**src/rtl/alarm_link_pkg.sv**
```systemverilog
// alarm_link_pkg: constants and types shared by both ends of the alarm-state serial link.
// Optional input synchronizers in serial_in are enabled by SERIAL_IN_SYNC_EN.
package alarm_link_pkg;

  localparam int STATE_W = 4;

  typedef enum logic {
    IDLE = 1'b0,
    RECV = 1'b1
  } rx_state_e;

  localparam logic [STATE_W-1:0] ALARM_OFF   = 4'h0;
  localparam logic [STATE_W-1:0] ALARM_ARMED = 4'h1;
  localparam logic [STATE_W-1:0] ALARM_TRIG  = 4'h2;
  localparam logic [STATE_W-1:0] ALARM_FAULT = 4'hF;

endpackage

```
**src/rtl/serial_in_if.sv**
```systemverilog
// serial_in_if: serial line from the transmitter plus the receiver's word outputs.
// master = transmitter/consumer side, slave = serial_in receiver.
interface serial_in_if #(
  parameter int DATA_W = 4
);
  logic              status_send;
  logic              status_out;
  logic [DATA_W-1:0] state;
  logic              state_valid;
  logic              frame_err;
  logic              busy;

  modport master (
    output status_send,
    output status_out,
    input  state,
    input  state_valid,
    input  frame_err,
    input  busy
  );

  modport slave (
    input  status_send,
    input  status_out,
    output state,
    output state_valid,
    output frame_err,
    output busy
  );
endinterface

```
**src/rtl/serial_in_sync2.sv**
```systemverilog
// sync2: 1-bit two-flop synchronizer, async active-low reset to 0.
// Used by serial_in only when SERIAL_IN_SYNC_EN is defined.
module sync2 (
  input  logic clk,
  input  logic rst_n,
  input  logic d,
  output logic q
);
  logic meta;

  // Two back-to-back flops settle a possibly metastable sample.
  always_ff @(posedge clk or negedge rst_n) begin
    if (!rst_n) begin
      meta <= 1'b0;
      q    <= 1'b0;
    end else begin
      meta <= d;
      q    <= meta;
    end
  end
endmodule

```
**src/rtl/serial_in.sv**
```systemverilog
// serial_in: alarm-state serial receiver, MSB-first word reassembly.
// Define SERIAL_IN_SYNC_EN to add 2-flop input synchronizers (+2 cycles).
module serial_in
  import alarm_link_pkg::*;
#(
  parameter int DATA_W = STATE_W
) (
  input logic       clk,
  input logic       rst_n,
  serial_in_if.slave link
);
  localparam int CW = $clog2(DATA_W + 1);

  logic              send;
  logic              din;
  rx_state_e         fsm;
  logic [CW-1:0]     cnt;
  logic [CW-1:0]     cnt_nx;
  logic [DATA_W-1:0] sh;
  logic [DATA_W-1:0] sh_nx;
  logic [DATA_W-1:0] state_q;
  logic              valid_q;
  logic              err_q;

`ifdef SERIAL_IN_SYNC_EN
  sync2 u_sync_send (
    .clk   (clk),
    .rst_n (rst_n),
    .d     (link.status_send),
    .q     (send)
  );

  sync2 u_sync_data (
    .clk   (clk),
    .rst_n (rst_n),
    .d     (link.status_out),
    .q     (din)
  );
`else
  assign send = link.status_send;
  assign din  = link.status_out;
`endif

  assign cnt_nx = cnt + 1'b1;
  assign sh_nx  = DATA_W'({sh, din});

  // Frame FSM: IDLE and RECV both accept a bit when send is high,
  // so a completed frame can be followed by the next MSB at once.
  always_ff @(posedge clk or negedge rst_n) begin
    if (!rst_n) begin
      fsm     <= IDLE;
      cnt     <= '0;
      sh      <= '0;
      state_q <= '0;
      valid_q <= 1'b0;
      err_q   <= 1'b0;
    end else begin
      valid_q <= 1'b0;
      err_q   <= 1'b0;
      if (send) begin
        sh <= sh_nx;
        if (cnt_nx == CW'(DATA_W)) begin
          state_q <= sh_nx;
          valid_q <= 1'b1;
          cnt     <= '0;
          fsm     <= IDLE;
        end else begin
          cnt <= cnt_nx;
          fsm <= RECV;
        end
      end else if (fsm == RECV) begin
        err_q <= 1'b1;
        sh    <= '0;
        cnt   <= '0;
        fsm   <= IDLE;
      end
    end
  end

  assign link.state       = state_q;
  assign link.state_valid = valid_q;
  assign link.frame_err   = err_q;
  assign link.busy        = (fsm == RECV);
endmodule

```
**src/flat_wrapper.sv**
```systemverilog
// flat-port wrapper written by rule: the top's interface ports become plain ports
module serial_in_flat import alarm_link_pkg::*;
#(
  parameter int DATA_W = STATE_W
)
  (clk, rst_n, link_status_send, link_status_out, link_state, link_state_valid, link_frame_err, link_busy);
  serial_in_if #(.DATA_W(DATA_W)) link_i ();
  input logic clk;
  input logic rst_n;
  input wire logic [$bits(link_i.status_send)-1:0] link_status_send;
  input wire logic [$bits(link_i.status_out)-1:0] link_status_out;
  output wire logic [$bits(link_i.state)-1:0] link_state;
  output wire logic [$bits(link_i.state_valid)-1:0] link_state_valid;
  output wire logic [$bits(link_i.frame_err)-1:0] link_frame_err;
  output wire logic [$bits(link_i.busy)-1:0] link_busy;
  assign link_i.status_send = link_status_send;
  assign link_i.status_out = link_status_out;
  assign link_state = link_i.state;
  assign link_state_valid = link_i.state_valid;
  assign link_frame_err = link_i.frame_err;
  assign link_busy = link_i.busy;
  serial_in #(.DATA_W(DATA_W)) u_core (.clk(clk), .rst_n(rst_n), .link(link_i));
endmodule
```
**config.mk**
```make
export PLATFORM = sky130hd
export DESIGN_NAME = serial_in_flat
export DESIGN_NICKNAME = d
export VERILOG_FILES = /design/src/rtl/alarm_link_pkg.sv /design/src/rtl/serial_in_if.sv /design/src/rtl/serial_in_sync2.sv /design/src/rtl/serial_in.sv /design/src/flat_wrapper.sv
export SDC_FILE = /design/constraint.sdc
export NUM_CORES = 1
export LEC_CHECK = 0
export CAP_MARGIN = 20
export CORE_MARGIN = 5
export CORE_UTILIZATION = 40
export CTS_BUF_LIST = sky130_fd_sc_hd__clkbuf_4
export DETAILED_ROUTE_END_ITERATION = 10
export DONT_BUFFER_PORTS = 1
export PLACE_DENSITY = 0.61
export SKIP_CTS_REPAIR_TIMING = 1
export SYNTH_ARGS = -nofsm -noshare
export SYNTH_HDL_FRONTEND = slang
export SYNTH_HIERARCHICAL = 1
export SYNTH_SLANG_ARGS = --single-unit
```
**constraint.sdc**
```tcl
create_clock -name clk -period 1.45 [get_ports clk]
set_input_delay 0.29 -clock clk [delete_from_list [all_inputs] [get_ports clk]]
set_output_delay 0.29 -clock clk [all_outputs]
set_load 0.1 [all_outputs]
```
# --- Word level (Yosys, flattened, before mapping) ---
# Cells that the tools add are included.
totals:
  ff_bits: 13
  wordCells: 21
  output_inout_bits: 7
  in_bits: 4
classes:
  n_addsub: 1
  mux: 11
  n_eq_ne: 1
  reduce_logical: 2
ops:
  columns: ["op", "count"]
  rows:
  - ["2-to-1 mux 3 bit", 5]
  - ["2-to-1 mux 1 bit", 6]
  - ["adder 3 x 1 -> 3 bit (second input constant)", 1]
  - ["== test 3 bit (second input constant)", 1]
  - ["AND reduction 2 bit", 1]
  - ["nonzero test 2 bit", 1]

# --- Depth between registers and ports, before layout ---
# Gate-level depths: netlist of run 1.
depth:
  ltp_word: 4
  ltp_mapped: 5
  depth_no_buf: 4

# --- Worst setup path after synthesis of run 1 ---
# OpenSTA, ideal clock, no wires.
synth_path:
  path_kind: "reg-to-reg"
  from: "reg u_core.cnt[0]"
  to: "reg u_core.state_q[0], in the netlist u_core/link.state[0]"
  synth_period_minus_slack_ps: 1495
  setup_slack_ps: -45
  setup_time_ps: 126
  path_buffers: 1
  stages_incl_launch_ff: 6
  arrival_time_ps: 1368
  path_cell_list: "dfrtp_1 ha_1 xor2_1 and3_1 buf_6 mux2_4"
synth_via:
  elab_chain_cells: 3
synth_rtl:
  columns: ["element", "line", "source"]
  rows:
  - ["start, declared", "serial_in.sv:17", "logic [CW-1:0] cnt;"]
  - ["start signal, assigned", "serial_in.sv:68", "cnt <= cnt_nx;"]
  - ["adder 3 x 1 -> 3 bit", "serial_in.sv:44", "assign cnt_nx = cnt + 1'b1;"]
  - ["== test 3 bit", "serial_in.sv:62", "if (cnt_nx == CW'(DATA_W)) begin"]
  - ["AND reduction 2 bit (no line)", null, null]
  - ["end signal, assigned", "serial_in.sv:63", "state_q <= sh_nx;"]
  - ["end, declared", "serial_in.sv:21", "logic [DATA_W-1:0] state_q;"]
# No other way between the ends.
# A chain may end at the register's enable or synchronous reset.

# --- Worst setup path after layout of run 1 ---
layout_path:
  from: "reg u_core.cnt[1]"
  to: "reg u_core.state_q[2], in the netlist u_core/link.state[2]"
# The elaborated chain is that of the path after synthesis.

==> flow_summary_export.csv, run 1 <==
group,metric,value,unit
worst_setup_path,crit_required,1.60,ns
grt,grt_max_degree,14,
yosys,synthCells,36,
worst_hold_path,hold_class,"input pin to flip-flop",
floorplanning,fp.dieH,46.4,µm
final_layout,area_growth_syn_to_layout,33.7,%
route,detail_route.first_pass.iterations,2,
worst_setup_path,worstReg2RegStart,"u_core/cnt[1]",
clock_tree,cts_buffer_depth,2,
yosys,ys_seq_area_frac,0.613,
worst_setup_path,crit_arrival,1.58,ns
yosys,synth-simple-area-share,0.0613,
power_and_ir_drop,power.density,2130,nW/µm²
floorplanning,initial_core_util,0.413,
floorplanning,rows,13,
worst_hold_path,min_to,"u_core/link.frame_err",
yosys,ys_warn_count,6,
route,wirelength,1010,µm
run,maxCapViolCount,0,
grt,grt_pass1_vias,366,
timing,skew,0.00528,ns
power_and_ir_drop,p_leak,0.000344,µW
final_layout,drive_gt1_frac,0.460,
final_layout,diodes,0,
grt,grt_overflow,0,
floorplanning,die_x,46.4,µm
timing,layout_min_cycle_time,1.43,ns
yosys,synthAdderAreaFrac,0.0472,
yosys,syn_area,531,µm²
route,vias,333,
placed_design,dpl.hpwl,756,µm
worst_setup_path,critical_path_class,"flip-flop to flip-flop",
clock_tree,cts.sinks,13,
clock_tree,cts.reportedPaths.clkPinSlew,0.08,ns
clock_tree,root_buffer,"clkbuf_4",
final_layout,nets,57,
final_layout,final_common_cell,"dfrtp_1",
yosys,synth_fp_nets,42,
route,antenna_left,0,
final_layout,final_core_util,0.552,
timing,finalMaxSlewViolations,0,
worst_setup_path,r2r_cells,4,
timing,setup_violations,0,
yosys,synth_mux_area_frac,0.132,
yosys,synth_top_family_by_area,"multiplexers",
yosys,ys_types,17,
yosys,synth_xor_area_frac,0.0165,
yosys,yosys-top-cells-area,"dfrtp_1 61%, mux2_4 11%, a22o_1 5.0%",
worst_setup_path,r2r_slack,0.02,ns
placed_design,dp_slack,-0.0834,ns
timing,relSlewSlack,0.613,
yosys,synth_seq_cells,13,
timing,worst_slack,0.0213,ns
worst_setup_path,worstReg2RegEnd,"u_core/link.state[2]",
worst_setup_path,start_kind,"flip-flop",
worst_setup_path,cp-end-kind,"flip-flop",
clock_tree,insertion_delay,0.27,ns
power_and_ir_drop,peakVddDrop,0.751,mV
clock_tree,tritoncts,"done",
grt,track_usage,0.114,
worst_hold_path,whs_path_depth,1,
yosys,synth_compound_area_frac,0.0920,
timing,tightest_slew,0.579,ns
yosys,syn_area_per_cell,14.7,µm²
clock_tree,numCtsBuffers,3,
grt,antenna_found_initial,0,
floorplanning,core_area,1280,µm²
route,vias_per_cell,5.12,
yosys,synth_top_area_cell,"dfrtp_1",
yosys,synth.top_cell.area_share,0.613,
final_layout,mostFrequentLayoutCells,"12 x dfrtp_1, 8 x buf_4, 4 x clkbuf_4, 4 x mux2_4",
run_status,run_status,"complete, no violations",
route,drt_iter0_drc,1,
worst_setup_path,cp_max_fo,5,
timing,final-hold-violation-count,0,
route,avgRoutedWirePerCell,15.5,µm
route,drc_errors,0,
worst_hold_path,holdCritStartpoint,"link_status_send",
timing,finalCritPeriodShare,0.985,
timing,max_freq,700,MHz
floorplanning,die_area,2150,µm²
clock_tree,cts_max_level,1,
placed_design,gp_congestion,0.804,
floorplanning,pin_count,11,
placed_design,io_buffer_count,0,
grt,grt_first_pass_wirelength,1640,µm
layer usage:
layer  GRT usage  up-vias  routed length, µm
met5           0        -                  0
met4      0.0511        0                  6
met3      0.0430        2                 74
met2       0.206        8                540
met1       0.112      169                390
li1            -      154                  -
state kept, by name, indices dropped and copies added (netlist names):
register,count
u_core/sh,3
u_core/link.state_valid,1
u_core/link.frame_err,1
u_core/link.busy,1
u_core/cnt,3
u_core/link.state,4
logic make-up (layout without fill, tap and decap cells):
| family | count (synthesis) | count (layout) |
|---|---|---|
| mux | 5 | 5 |
| compound gates | 6 | 6 |
| flops | 13 | 13 |
| simple gates | 6 | 6 |
| xor+xnor | 1 | 1 |
| fa+ha+maj | 2 | 2 |
| buf+inv | 3 | 17 |
per-stage QoR:
stage	instances	hold WS (ns)	area, µm²	setup TNS [ns]	power [µW]
floorplan	36	-0.00559	534	0	985
CTS	63	-0.302	679	-0.416	1480
detailed placement	59	-0.00524	649	-0.302	1250
global route	65	0.0605	709	-0.0369	1580
global placement	59	-0.00522	649	-0.153	1220
finish	65	0.0766	709	0	1510
layout make-up:
cell class                      count  area, µm²
Clock buffer                        4       30.0
Timing Repair Buffer               12        130
Sequential cell                    13        327
Multi-Input combinational cell     20        200
Fill cell                         112        576
Tap cell                           15       18.8
Inverter                            1       3.75
report_power, final:
group	leakage [µW]	internal, µW	total, µW	switching (µW)
Combinational	0.000157	304	767	464
Clock	0.0000184	125	233	108
Sequential	0.000169	442	514	71.2
Total	0.000344	871	1510	642
worst max-delay path by stage:
stage | startpoint | endpoint | slack (ns)
after floorplan | u_core/cnt[0] | u_core/link.state[0] | 0.01
after global placement | u_core/cnt[1] | u_core/link.state[3] | -0.04
after detailed placement | u_core/cnt[0] | u_core/link.state[0] | -0.08
after CTS | u_core/cnt[1] | u_core/link.state[2] | -0.11
after global routing | u_core/cnt[1] | u_core/link.state[0] | -0.01
final | u_core/cnt[1] | u_core/link.state[2] | 0.02
worst max-delay path, stage by stage, from the launching register on:
cell and delay (ns):
dfrtp_1 0.39, ha_2 0.20, xor2_2 0.15, and3_4 0.26
mux2_4 0.31
synthesized netlist by cell type, drive strengths merged:
master and count:
dfrtp 13, mux2 4, a22o 3, buf 2
ha 2, nand2b 2, a21boi 1, a32o 1
and3 1, inv 1, mux2i 1, nand2 1
nor2 1, nor2b 1, o21ai 1, xor2 1
Power figures use the tool's default switching activity.
==> run 2: changes to the inputs <==
--- a/config.mk
+++ b/config.mk
@@ -6,12 +6,13 @@
 export NUM_CORES = 1
 export LEC_CHECK = 0
 export CAP_MARGIN = 20
-export CORE_MARGIN = 5
+export CORE_MARGIN = 2
 export CORE_UTILIZATION = 40
 export CTS_BUF_LIST = sky130_fd_sc_hd__clkbuf_4
 export DETAILED_ROUTE_END_ITERATION = 10
 export DONT_BUFFER_PORTS = 1
 export PLACE_DENSITY = 0.61
+export RECOVER_POWER = 25
 export SKIP_CTS_REPAIR_TIMING = 1
 export SYNTH_ARGS = -nofsm -noshare
 export SYNTH_HDL_FRONTEND = slang
==> flow_summary_export.csv, run 2 (synthesized netlist as in run 1, its figures left out) <==
group,metric,value,unit
grt,antenna_found_initial,0,
final_layout,largest_reg_flops,4,
timing,final-hold-violation-count,0,
placed_design,gp_congestion,0.723,
worst_setup_path,crit_required,1.61,ns
clock_tree,numCtsBuffers,3,
grt,grt_pass1_vias,316,
worst_setup_path,cp_cell_sequence,"ha_2 > xor2_2 > and3_4 > mux2_4",
worst_setup_path,critical_path_class,"flip-flop to flip-flop",
grt,grt_overflow,0,
route,vias_per_cell,5.08,
clock_tree,cts_buffer_depth,2,
power_and_ir_drop,power.density,2120,nW/µm²
route,antenna_left,0,
timing,worst_slack,0.0159,ns
timing,finalCritPeriodShare,0.989,
placed_design,io_buffer_count,0,
worst_setup_path,cp-end-kind,"flip-flop",
worst_setup_path,cp_top_family,"flip-flops",
power_and_ir_drop,p_leak,0.000341,µW
placed_design,dpl.hpwl,647,µm
timing,relSlewSlack,0.621,
floorplanning,rows,13,
final_layout,fill_cells,111,
route,drt_iter0_drc,4,
worst_setup_path,cp_max_fo,5,
run,maxCapViolCount,0,
timing,finalMaxSlewViolations,0,
floorplanning,die_area,1630,µm²
worst_setup_path,crit_arrival,1.59,ns
clock_tree,tritoncts,"done",
timing,max_freq,697,MHz
floorplanning,initial_core_util,0.418,
worst_setup_path,critPathSlowestCell,"dfrtp_1",
power_and_ir_drop,peakVddDrop,1.05,mV
final_layout,diodes,0,
final_layout,area_growth_syn_to_layout,31.4,%
clock_tree,insertion_delay,0.27,ns
worst_setup_path,critical_path.max_stage_delay,0.41,ns
timing,layout_min_cycle_time,1.43,ns
floorplanning,core_area,1270,µm²
worst_setup_path,path_buf_inv,0,
timing,tightest_slew,0.566,ns
route,drc_errors,0,
timing,setup_violations,0,
clock_tree,cts.reportedPaths.clkPinSlew,0.07,ns
placed_design,placed_cells,59,
route,detail_route.first_pass.iterations,3,
final_layout,layout.cells.non_filler,65,
grt,grt_first_pass_wirelength,1320,µm
floorplanning,die_x,40.4,µm
final_layout,final_common_cell,"dfrtp_1",
final_layout,drive_gt1_frac,0.460,
route,wirelength,883,µm
clock_tree,cts_max_level,1,
final_layout,mostFrequentLayoutCells,"12 x dfrtp_1, 9 x buf_4, 4 x clkbuf_4, 4 x mux2_4, 3 x a22o_1",
route,avgRoutedWirePerCell,13.6,µm
worst_hold_path,hold_class,"input pin to flip-flop",
grt,grt_max_degree,14,
grt,track_usage,0.129,
timing,skew,0.00173,ns
floorplanning,fp.dieH,40.4,µm
clock_tree,cts.sinks,13,
timing,rsz0062_at_grt,"yes",
floorplanning,pin_count,11,
worst_setup_path,start_kind,"flip-flop",
power_and_ir_drop,total_power,1480,µW
final_layout,nets,57,
route,vias,330,
placed_design,dp_slack,-0.106,ns
run_status,run_status,"complete, no violations",
clock_tree,root_buffer,"clkbuf_4",
## run 2: changes by cell type in the layout (fill, tap and decap cells not counted)
cell and change:
buf_4 +1, buf_12 -1
## run 2: path summary, 6_finish.rpt
path / start / endpoint / slack, ns / cells after the start
setup / recovery: u_core/cnt[0] / u_core/link.state[3] / 0.02 / 4
hold / removal: link_status_send / u_core/link.frame_err / 0.08 / 1
setup reg to reg: u_core/cnt[0] / u_core/link.state[3] / 0.02 / 4
hold reg to reg: u_core/link.busy / u_core/sh[0] / 0.50 / 1
max in group asynchronous: rst_n / u_core/link.busy / 0.60 / 1
min in group asynchronous: rst_n / u_core/link.state[1] / 0.45 / 1
## run 2: layout make-up
type	count	area (µm²)	area share
well taps	15	18.8	0.0269
multi-input cells	20	200	0.287
inverters	1	3.75	0.00539
repair buffers	12	118	0.169
flip-flops and latches	13	327	0.469
clock buffers	4	30.0	0.0431
## run 2: per-layer routing
| layer | part of all wire | up-vias | GRT usage |
|---|---|---|---|
| met2 | 0.51 | 10 | 0.210 |
| met3 | 0.046 | 2 | 0.0389 |
| li1 | - | 155 | - |
| met4 | 0.020 | 0 | 0.0750 |
| met1 | 0.42 | 163 | 0.148 |
| met5 | 0 | - | 0 |
## run 2: stage by stage
step | hold slack, ns | utilization | area, µm² | TNS [ns]
final | 0.0754 | 0.549 | 697 | 0
after global routing | 0.0702 | 0.549 | 697 | -0.0890
after CTS | -0.303 | 0.526 | 667 | -0.477
after detailed placement | -0.00525 | 0.502 | 637 | -0.422
after global placement | -0.00526 | 0.502 | 637 | -0.0870
after floorplan | -0.00559 | - | 534 | 0
## run 2: worst reg2reg max path, cell delays in order (launching register included)
cell,delay (ns)
dfrtp_1,0.41
ha_2,0.20
xor2_2,0.16
and3_4,0.26
mux2_4,0.30
## run 2: report_power, final
part | internal [µW] | switching, µW
sequential | 442 | 64.3
clock | 125 | 110
combinational | 277 | 458
